==> config.mk <==
export PLATFORM = sky130hd
export DESIGN_NAME = svc_gfx_fade_stage
export DESIGN_NICKNAME = d
export VERILOG_FILES = /design/src/rtl/svc_gfx_fade_stage.sv
export SDC_FILE = /design/constraint.sdc
export NUM_CORES = 1
export LEC_CHECK = 0
export BUFFER_PORTS_ARGS = -buffer_cell sky130_fd_sc_hd__buf_2
export CAP_MARGIN = 20
export CORE_ASPECT_RATIO = 0.8
export CORE_MARGIN = 2
export CORE_UTILIZATION = 50
export CTS_BUF_LIST = sky130_fd_sc_hd__clkbuf_4 sky130_fd_sc_hd__clkbuf_8 sky130_fd_sc_hd__clkbuf_16
export DETAILED_ROUTE_END_ITERATION = 7
export PLACE_DENSITY_LB_ADDON = 0.1
export SETUP_SLACK_MARGIN = 0.2
export SYNTH_ARGS = -nofsm -noshare
export SYNTH_HDL_FRONTEND = slang
export SYNTH_SLANG_ARGS = --single-unit
==> constraint.sdc <==
create_clock -name clk -period 2.45 [get_ports clk]
set_input_delay 0.1225 -clock clk [delete_from_list [all_inputs] [get_ports clk]]
set_output_delay 0.1225 -clock clk [all_outputs]
set_load 0.005 [all_outputs]
==> src/rtl/svc_gfx_fade_stage.sv <==
// Per-pixel fade stage: fades {age,pixel} framebuffer words for display and emits aged write-back.
// Optional write-back stream enabled by defining SVC_GFX_FADE_WB_EN.
module svc_gfx_fade_stage #(
    parameter int NUM_CHANNELS = 3,
    parameter int COLOR_WIDTH  = 4,
    parameter int PIXEL_WIDTH  = NUM_CHANNELS * COLOR_WIDTH,
    parameter int AGE_BITS     = 4,
    parameter int PERIOD_WIDTH = 8
) (
    input  logic                    clk,
    input  logic                    rst_n,
    input  logic [PERIOD_WIDTH-1:0] fade_period,
    input  logic                    fade_mode,
    input  logic                    s_valid,
    output logic                    s_ready,
    input  logic [AGE_BITS-1:0]     s_age,
    input  logic [PIXEL_WIDTH-1:0]  s_pixel,
    input  logic                    s_frame_end,
    output logic                    m_valid,
    input  logic                    m_ready,
    output logic [PIXEL_WIDTH-1:0]  m_pixel,
    output logic                    m_frame_end,
    output logic                    m_wb_valid,
    input  logic                    m_wb_ready,
    output logic [AGE_BITS-1:0]     m_wb_age,
    output logic [PIXEL_WIDTH-1:0]  m_wb_pixel,
    output logic                    age_tick
);

    localparam int CMP_W = (AGE_BITS > COLOR_WIDTH) ? AGE_BITS : COLOR_WIDTH;
    localparam logic [AGE_BITS-1:0] MAX_AGE = '1;

    // Any age >= 2**COLOR_WIDTH is also >= every channel value, so one compare saturates both cases.
    function automatic logic [COLOR_WIDTH-1:0] fade_chan(
        input logic [COLOR_WIDTH-1:0] c,
        input logic [AGE_BITS-1:0]    a,
        input logic                   mode
    );
        logic [CMP_W-1:0] a_ext;
        logic [CMP_W-1:0] c_ext;
        logic [CMP_W-1:0] diff;
        a_ext = CMP_W'(a);
        c_ext = CMP_W'(c);
        diff  = c_ext - a_ext;
        if (a == MAX_AGE)
            return '0;
        if (!mode) begin
            if (a_ext >= CMP_W'(COLOR_WIDTH))
                return '0;
            return c >> a;
        end
        if (a_ext >= c_ext)
            return '0;
        return diff[COLOR_WIDTH-1:0];
    endfunction

    logic [PIXEL_WIDTH-1:0]  w_faded;
    logic [AGE_BITS-1:0]     w_aged;
    logic                    w_accept;
    logic                    w_s_ready;
    logic                    w_frame_last;

    logic                    r_m_valid;
    logic [PIXEL_WIDTH-1:0]  r_pixel;
    logic                    r_frame_end;
    logic [PERIOD_WIDTH-1:0] r_frame_cnt;
    logic                    r_age_tick;

    always_comb begin
        w_faded = '0;
        for (int unsigned i = 0; i < NUM_CHANNELS; i++)
            w_faded[i*COLOR_WIDTH +: COLOR_WIDTH] =
                fade_chan(s_pixel[i*COLOR_WIDTH +: COLOR_WIDTH], s_age, fade_mode);
    end

    assign w_aged       = (r_age_tick && s_age != MAX_AGE) ? s_age + AGE_BITS'(1) : s_age;
    assign w_accept     = s_valid && w_s_ready;
    assign w_frame_last = r_frame_cnt >= (fade_period - PERIOD_WIDTH'(1));

    always_ff @(posedge clk or negedge rst_n) begin
        if (!rst_n) begin
            r_m_valid   <= 1'b0;
            r_pixel     <= '0;
            r_frame_end <= 1'b0;
        end else if (w_accept) begin
            r_m_valid   <= 1'b1;
            r_pixel     <= w_faded;
            r_frame_end <= s_frame_end;
        end else if (m_ready) begin
            r_m_valid   <= 1'b0;
        end
    end

`ifdef SVC_GFX_FADE_WB_EN
    logic                   r_wb_valid;
    logic [AGE_BITS-1:0]    r_wb_age;
    logic [PIXEL_WIDTH-1:0] r_wb_pixel;

    always_ff @(posedge clk or negedge rst_n) begin
        if (!rst_n) begin
            r_wb_valid <= 1'b0;
            r_wb_age   <= '0;
            r_wb_pixel <= '0;
        end else if (w_accept) begin
            r_wb_valid <= 1'b1;
            r_wb_age   <= w_aged;
            r_wb_pixel <= s_pixel;
        end else if (m_wb_ready) begin
            r_wb_valid <= 1'b0;
        end
    end

    // Slot reusable when every still-valid output is consumed this cycle.
    assign w_s_ready  = (!r_m_valid || m_ready) && (!r_wb_valid || m_wb_ready);
    assign m_wb_valid = r_wb_valid;
    assign m_wb_age   = r_wb_age;
    assign m_wb_pixel = r_wb_pixel;
`else
    logic                w_unused_wb;
    logic [AGE_BITS-1:0] w_unused_aged;

    assign w_unused_wb   = m_wb_ready;
    assign w_unused_aged = w_aged;
    assign w_s_ready     = !r_m_valid || m_ready;
    assign m_wb_valid    = 1'b0;
    assign m_wb_age      = '0;
    assign m_wb_pixel    = '0;
`endif

    always_ff @(posedge clk or negedge rst_n) begin
        if (!rst_n) begin
            r_frame_cnt <= '0;
            r_age_tick  <= 1'b0;
        end else if (w_accept && s_frame_end) begin
            if (fade_period == '0) begin
                r_frame_cnt <= '0;
                r_age_tick  <= 1'b0;
            end else if (w_frame_last) begin
                r_frame_cnt <= '0;
                r_age_tick  <= 1'b1;
            end else begin
                r_frame_cnt <= r_frame_cnt + PERIOD_WIDTH'(1);
                r_age_tick  <= 1'b0;
            end
        end
    end

    assign s_ready     = w_s_ready;
    assign m_valid     = r_m_valid;
    assign m_pixel     = r_pixel;
    assign m_frame_end = r_frame_end;
    assign age_tick    = r_age_tick;

endmodule
Word-level counts from Yosys, hierarchy flattened
Cells that the tools add are included.

storage, ports and cells
  logic and storage cells = 66
  flip-flop bits (word level) = 23

operators by class
  magnitude comparators = 5
  $add $sub $neg = 5
  reductions and logical operators = 6
  mux-type cells = 41
  shift-type cells = 3
  equality and inequality tests = 1

operators by type and width
  operator                                                           number
  2-to-1 mux 4 bit                                                   20
  2-to-1 mux 1 bit                                                   19
  2-to-1 mux 8 bit                                                   2
  greater-or-equal comparator 4 bit                                  3
  right shift 4 x 4 -> 4 bit                                         3
  subtractor 4 bit                                                   3
  adder 8 x 1 -> 8 bit, second input constant                        1
  greater-or-equal comparator 8 bit                                  1
  zero test 8 bit                                                    1
  subtractor 8 x 1 -> 8 bit, second input constant                   1
  == test 4 bit, second input constant                               1
  greater-or-equal comparator 4 x 3 -> 1 bit, second input constant  1
  logical AND 1 bit                                                  2
  nonzero test 2 bit                                                 1
  zero test 1 bit                                                    1
  logical OR 1 bit                                                   1

Logic depth before layout (Yosys ltp)
Gate-level depths: netlist of the first run.

  depth after elaboration = 10
  gate-level depth with buffers = 11
  gate-level depth less buffers = 11

Least setup slack after synthesis of the first run
No wires, ideal clock.

  path kind = in2reg
  start = input fade_period[5]
  end = register r_frame_cnt[1]
  buffers on the path = 0
  setup slack = 0.313 ns
  stages on the path = 9
  arrival time = 2.042 ns
  path through = or4_4 -> nor2_1 -> xnor2_1 -> ha_1 -> a21o_1 -> a21oi_1 -> nor2b_2 -> nand2_2 -> o31ai_1

between the ends
  cells in the longest elaborated chain, start to end = 4
  elaborated cells on any way between the ends = 5
  classes of those cells = add/sub: 1; order compare: 1; mux: 2; reduce/logical: 1

RTL lines
  what                               RTL line  source
  start, declared                    12        input logic [PERIOD_WIDTH-1:0] fade_period,
  subtractor 8 x 1 -> 8 bit          78        assign w_frame_last = r_frame_cnt >= (fade_period - PERIOD_WIDTH'(1));
  greater-or-equal comparator 8 bit  78
  2-to-1 mux 8 bit                   138       end else if (w_frame_last) begin
  2-to-1 mux 8 bit (*)               135       if (fade_period == '0) begin
  end signal, assigned               142       r_frame_cnt <= r_frame_cnt + PERIOD_WIDTH'(1);
  end, declared                      66        logic [PERIOD_WIDTH-1:0] r_frame_cnt;

Every way passes the cells marked *; elsewhere a longest branch is shown, timed or not.
A chain may end at the register's enable or synchronous reset.

Final worst setup path of the first run
  start = input fade_period[5]
  end = register r_frame_cnt[3]

The elaborated chain is that of the path after synthesis.

==> flow_metrics.env, run 1 <==
export IMPL_status="finished clean"
export IMPL_worst_hold_path_type="in -> reg"
export IMPL_vias=1815
export IMPL_maxCapViolations=0
export IMPL_ys_flop_type="dfrtp_1"
export IMPL_finalPower_uw=1342
export IMPL_switching_power_uw=511.0
export IMPL_first_global_vias=1759
export IMPL_critical_path_required_ps=2630
export IMPL_ctsRootBufferMaster="clkbuf_8"
export IMPL_post_drt_via_cell_ratio=5.246
export IMPL_synth_seq_cells=23
export IMPL_num_rows=21
export IMPL_insertion_delay_ps=270
export IMPL_drive_above_1_share_pct=21.80
export IMPL_slew_violations=0
export IMPL_p_comb_share_pct=41.2
export IMPL_syn_inst=242
export IMPL_area_delta_synth_final_pct=14.02
export IMPL_fp_dieArea_um2=4787
export IMPL_arrival_ps=2260
export IMPL_yosysWarnings=0
export IMPL_grt_pass1_wl_mm=8.052
export IMPL_synthTopCellsByCount="dfrtp_1, ha_1, nand2_1"
export IMPL_fin_setup_tns_ps=0
export IMPL_power_leakage_uw=0.001217
export IMPL_clock_sinks=23
export IMPL_gr_total_overflow=0
export IMPL_maxSlewHeadroom_pct=63.36
export IMPL_portBuffers=45
export IMPL_drc=0
export IMPL_grt_setup_unrepaired="false"
export IMPL_grt_antenna_before_repair=0
export IMPL_fill_cells=389
export IMPL_setup_viol=0
export IMPL_power_density_nw_per_um2=554.2
export IMPL_dieHeight_um=62.29
export IMPL_seqPwrFrac_pct=41.1
export IMPL_initial_core_util_pct=51.47
export IMPL_yosysSeqAreaShare_pct=27.11
export IMPL_clk_path_buf_depth=2
export IMPL_routedWlPerCell_um=13.06
export IMPL_fin_crit_sh_pct=84.52
export IMPL_dp_cells=341
export IMPL_yosysTopAreaCell="dfrtp_1"
export IMPL_synth_area_top_cells="dfrtp_1, ha_1, buf_4"
export IMPL_hold_viol_final=0
export IMPL_dp_hpwl_mm=3.667
export IMPL_crit_fanout=5
export IMPL_pwr_share_clk_pct=17.7
export IMPL_finClkSkew_ps=8.702
export IMPL_tritoncts="done"
export IMPL_synth_cell_type_count=47
export IMPL_irDropWorstVdd_v=0.0003507
export IMPL_firstDrtPassIters=4
export IMPL_cts_made_buffers=3
export IMPL_synth_edff_count=0
export IMPL_drt_initial_drc_count=87
export IMPL_gp_congestion=0.9130
export IMPL_antenna_cells=0
export IMPL_grt_use_total_pct=20.37
export IMPL_max_freq_mhz=482.9
export IMPL_htreeDepth=1
export IMPL_async_flop_share_pct=100.0
export IMPL_grt_max_degree=24
export IMPL_synth_top_area_share_pct=27.11
export IMPL_cp_start_kind="input pin"
export IMPL_crit_path_end_kind="flop"
export IMPL_ant_nets=0
export IMPL_fin_crit_ps=2071
export IMPL_final_nets=347
export IMPL_worstMarginPinSlew_ps=544.6
export IMPL_instances_no_fill=346
export IMPL_core_area_um2=4125
export IMPL_post_cts_setup_buffers=0
export IMPL_cts_clk_slew_worst_paths_ps=80
export IMPL_postLayoutCoreUtil_pct=58.69
export IMPL_synth_area_um2=2123
export IMPL_wl_mm=4.518
export IMPL_r2r_slack_ps=650
export IMPL_io_pins=64
export IMPL_worstSetupPathType="in -> reg"
export IMPL_die_w_um=76.86
export IMPL_switching_share_pct=38.09
export IMPL_syn_avg_cell_area_um2=8.774
export IMPL_intPower_uw=830.7
==> worst paths after layout <==
check / start / endpoint / depth (start not counted)
worst min register to register: age_tick / age_tick / 1
max in group asynchronous: rst_n / r_frame_cnt[3] / 2
min in group asynchronous: rst_n / m_pixel[9] / 2
worst max register to register: m_valid / m_pixel[7] / 5
worst min-delay path: s_valid / m_valid / 2
worst max-delay path: fade_period[5] / r_frame_cnt[3] / 11
==> power groups by stage <==
stage                     Clock (µW)  Sequential, µW  Combinational, µW
after detailed placement           0             560                551
final                            238             551                552
after floorplan                    0             541                396
after global routing             258             571                649
after global placement             0             556                542
after CTS                        248             552                555
==> registers in the layout (all words and copies together), names as in the netlist <==
| signal | flops |
|---|---|
| age_tick | 1 |
| m_pixel | 12 |
| m_valid | 1 |
| m_frame_end | 1 |
| r_frame_cnt | 8 |
==> placed cells by master, fill, tap and decap left out, types with 3 or more instances in the layout <==
master / instances
nand3_1: 6
nor2_1: 11
o21ai_0: 10
ha_1: 23
a22oi_1: 3
xor2_1: 3
or3_1: 4
nor4_1: 6
buf_4: 5
fa_1: 3
buf_2: 45
dfrtp_1: 23
mux2i_1: 5
a21oi_1: 12
nand2_1: 21
a221o_1: 8
a31oi_1: 3
clkbuf_8: 3
xnor2_1: 8
conb_1: 17
nor3_1: 6
inv_1: 18
and2_1: 3
o211ai_1: 3
a21o_1: 8
==> worst max-delay path, cell delays in order <==
cell     delay [ps]
buf_2           110
or4_4           570
nor2_1          140
xnor2_1         140
ha_1            260
a21o_1          180
a21oi_1         160
nor2b_2         190
buf_4           160
a31oi_1          80
o22ai_1         140
==> cell families after synthesis <==
kind of cell             after synthesis  synth area share, %
buffers and inverters                 42                10.72
XOR/XNOR                              11                4.538
flip-flops                            23                27.11
AND/OR/NAND/NOR                       75                19.68
adder cells (fa/ha/maj)               26                16.38
other                                  1               0.1766
AO/OA/AOI/OAI                         59                19.03
multiplexers                           5                2.357
==> area by class of cell <==
type                            instances  area [µm²]  area share [%]
Tap cell                               57       71.32           2.946
Inverter                               18       67.56           2.791
Sequential cell                        23       575.6           23.77
Clock inverter                          1       5.005          0.2067
Multi-Input combinational cell        193        1388           57.31
Clock buffer                            3       41.29           1.705
Timing Repair Buffer                   51       272.8           11.27
==> stage by stage <==
| stage | cell area, µm² | hold slack [ps] | setup WS [ps] |
|---|---|---|---|
| 3_3_place_gp | 2357 | 116.7 | 108.4 |
| 4_1_cts | 2414 | 89.14 | 376.3 |
| 5_1_grt | 2421 | 117.6 | 213.3 |
| 2_1_floorplan | 2183 | -173.1 | 312.5 |
| 3_5_place_dp | 2357 | 118.4 | 91.75 |
| 6_report | 2421 | 96.27 | 379.4 |
==> layer usage <==
metal | track usage, % | share of wire, %
met1 | 31.03 | 52
met2 | 29.93 | 42
met3 | 3.488 | 4.3
met4 | 4.773 | 1.4
met5 | 0 | 0
==> what timing repair did <==
action,CTS,global route
setup endpoints to repair,0,7
endpoints found under the hold margin,23,0
hold buffers,1,0
resized for setup,0,2
(Power assumes the default switching activity.)
==> run 2: changes to the inputs <==
Clock period 2.45 ns to 1.95 ns, I/O delays scaled along.
==> flow_metrics.env, run 2 (synthesis results as in run 1) <==
export IMPL_first_global_vias=1859
export IMPL_worstMarginPinSlew_ps=518.9
export IMPL_tritoncts="done"
export IMPL_rr_worst_depth=6
export IMPL_portBuffers=45
export IMPL_finalPower_uw=1792
export IMPL_worst_hold_path_type="in -> reg"
export IMPL_die_w_um=76.86
export IMPL_maxCapViolations=0
export IMPL_maxSlewHeadroom_pct=65.09
export IMPL_p_comb_share_pct=45.4
export IMPL_htreeDepth=1
export IMPL_final_area_um2=2625
export IMPL_seqPwrFrac_pct=38.1
export IMPL_setup_slack_ps=6.263
export IMPL_post_drt_via_cell_ratio=5.291
export IMPL_min_to="m_valid"
export IMPL_io_pins=64
export IMPL_vias=1926
export IMPL_min_from="s_valid"
export IMPL_initial_core_util_pct=51.47
export IMPL_grt_setup_unrepaired="true"
export IMPL_gp_congestion=0.9928
export IMPL_intPower_uw=1116
export IMPL_worstSetupPathType="in -> reg"
export IMPL_whs_ps=75.69
export IMPL_grt_max_degree=24
export IMPL_antenna_cells=0
export IMPL_dieHeight_um=62.29
export IMPL_firstDrtPassIters=4
export IMPL_power_leakage_uw=0.001325
export IMPL_irDropWorstVdd_v=0.0004036
export IMPL_cts_clk_slew_worst_paths_ps=80
export IMPL_cts_made_buffers=3
export IMPL_clk_path_buf_depth=2
export IMPL_place_ws_ps=-337.7
export IMPL_drt_initial_drc_count=126
export IMPL_finClkSkew_ps=5.660
export IMPL_largest_reg_flops=12
export IMPL_r2r_start="r_frame_cnt[3]"
export IMPL_ctsRootBufferMaster="clkbuf_8"
export IMPL_pwr_share_clk_pct=16.5
export IMPL_wl_mm=4.667
export IMPL_max_freq_mhz=514.5
export IMPL_r2r_slack_ps=180
export IMPL_core_area_um2=4125
export IMPL_gr_total_overflow=0
export IMPL_num_rows=21
export IMPL_fin_crit_sh_pct=99.68
export IMPL_wl_met3_um=220
export IMPL_setup_viol=0
export IMPL_drive_above_1_share_pct=28.66
export IMPL_fin_crit_ps=1944
export IMPL_slew_violations=0
export IMPL_fp_dieArea_um2=4787
export IMPL_switching_power_uw=676.2
export IMPL_arrival_ps=2130
export IMPL_dp_hpwl_mm=3.866
export IMPL_ant_nets=0
export IMPL_layout_common_cells="buf_2, ha_1, dfrtp_1"
export IMPL_hold_viol_final=0
export IMPL_r2r_end="r_frame_cnt[3]"
export IMPL_drc=0
export IMPL_status="finished clean"
export IMPL_dr_wl_met2_mm=2.006
export IMPL_final_common_cell="buf_2"
export IMPL_crit_fanout=7
export IMPL_final_nets=365
export IMPL_routedWlPerCell_um=12.82
export IMPL_critical_path_required_ps=2140
export IMPL_cp_start_kind="input pin"
export IMPL_top_layer="met4"
export IMPL_wl_met1_mm=2.427
export IMPL_insertion_delay_ps=270
export IMPL_grt_use_total_pct=20.99
export IMPL_crit_path_end_kind="flop"
export IMPL_holdPathStages=2
export IMPL_clock_sinks=23
export IMPL_grt_antenna_before_repair=0
export IMPL_grt_pass1_wl_mm=8.376
export IMPL_power_density_nw_per_um2=682.6
export IMPL_switching_share_pct=37.74
export IMPL_place_area_um2=2502
export IMPL_area_delta_synth_final_pct=23.63
## run 2: cell count changes in the layout (fill, tap and decap cells not counted), sizes merged
cell	previous run	this run
buf	50	68
## run 2: power groups by stage
stage / Clock [µW] / Sequential (µW) / Combinational [µW]
final: 296 / 683 / 813
after detailed placement: 0 / 693 / 764
after floorplan: 0 / 679 / 514
after global routing: 324 / 707 / 929
after global placement: 0 / 694 / 745
after CTS: 303 / 684 / 814
## run 2: how the worst max path moves through the flow
stage                           endpoint      startpoint  slack [ps]
after floorplan           r_frame_cnt[1]  fade_period[5]         -80
after global placement    r_frame_cnt[1]  fade_period[5]        -290
after detailed placement  r_frame_cnt[1]  fade_period[5]        -340
after CTS                 r_frame_cnt[5]  fade_period[4]           4
after global routing      r_frame_cnt[1]  fade_period[4]        -110
final                     r_frame_cnt[5]  fade_period[4]           6
## run 2: metal layers
metal,GRT usage (%),up-vias
met4,2.273,0
met5,0,-
met1,31.49,903
li1,-,973
met2,32.57,48
met3,3.779,2
## run 2: repair_timing
action / in CTS / in global routing
setup endpoints to repair: 9 / 15
pin swaps: 9 / 2
hold buffers: 1 / 0
resized for setup: 9 / 2
hold endpoints to repair: 23 / 0
buffers inserted: 1 / 0
## run 2: final cells by class
type                    count  area (µm²)
clock buffers               3       41.29
clock inverters             1       5.005
fillers                   378        1500
inverters                  18       67.56
multi-input cells         193        1446
flip-flops and latches     23       575.6
well taps                  57       71.32
repair buffers             69       417.9
## run 2: critical path: stages
cell and delay (ps):
buf_6 90, or4_4 570, nor2_4 120, xnor2_2 60, ha_1 300, a21o_1 190
a21oi_2 140, nor2b_4 250, nand2_4 110, o211ai_1 190
## run 2: stage by stage
| stage | setup TNS [ps] | instances | util [%] |
|---|---|---|---|
| after global routing | -612.8 | 364 | 63.63 |
| after detailed placement | -2534 | 358 | 60.66 |
| after global placement | -2241 | 358 | 60.66 |
| final | 0 | 364 | 63.63 |
| after floorplan | -312.2 | 258 | - |
| after CTS | 0 | 364 | 63.36 |
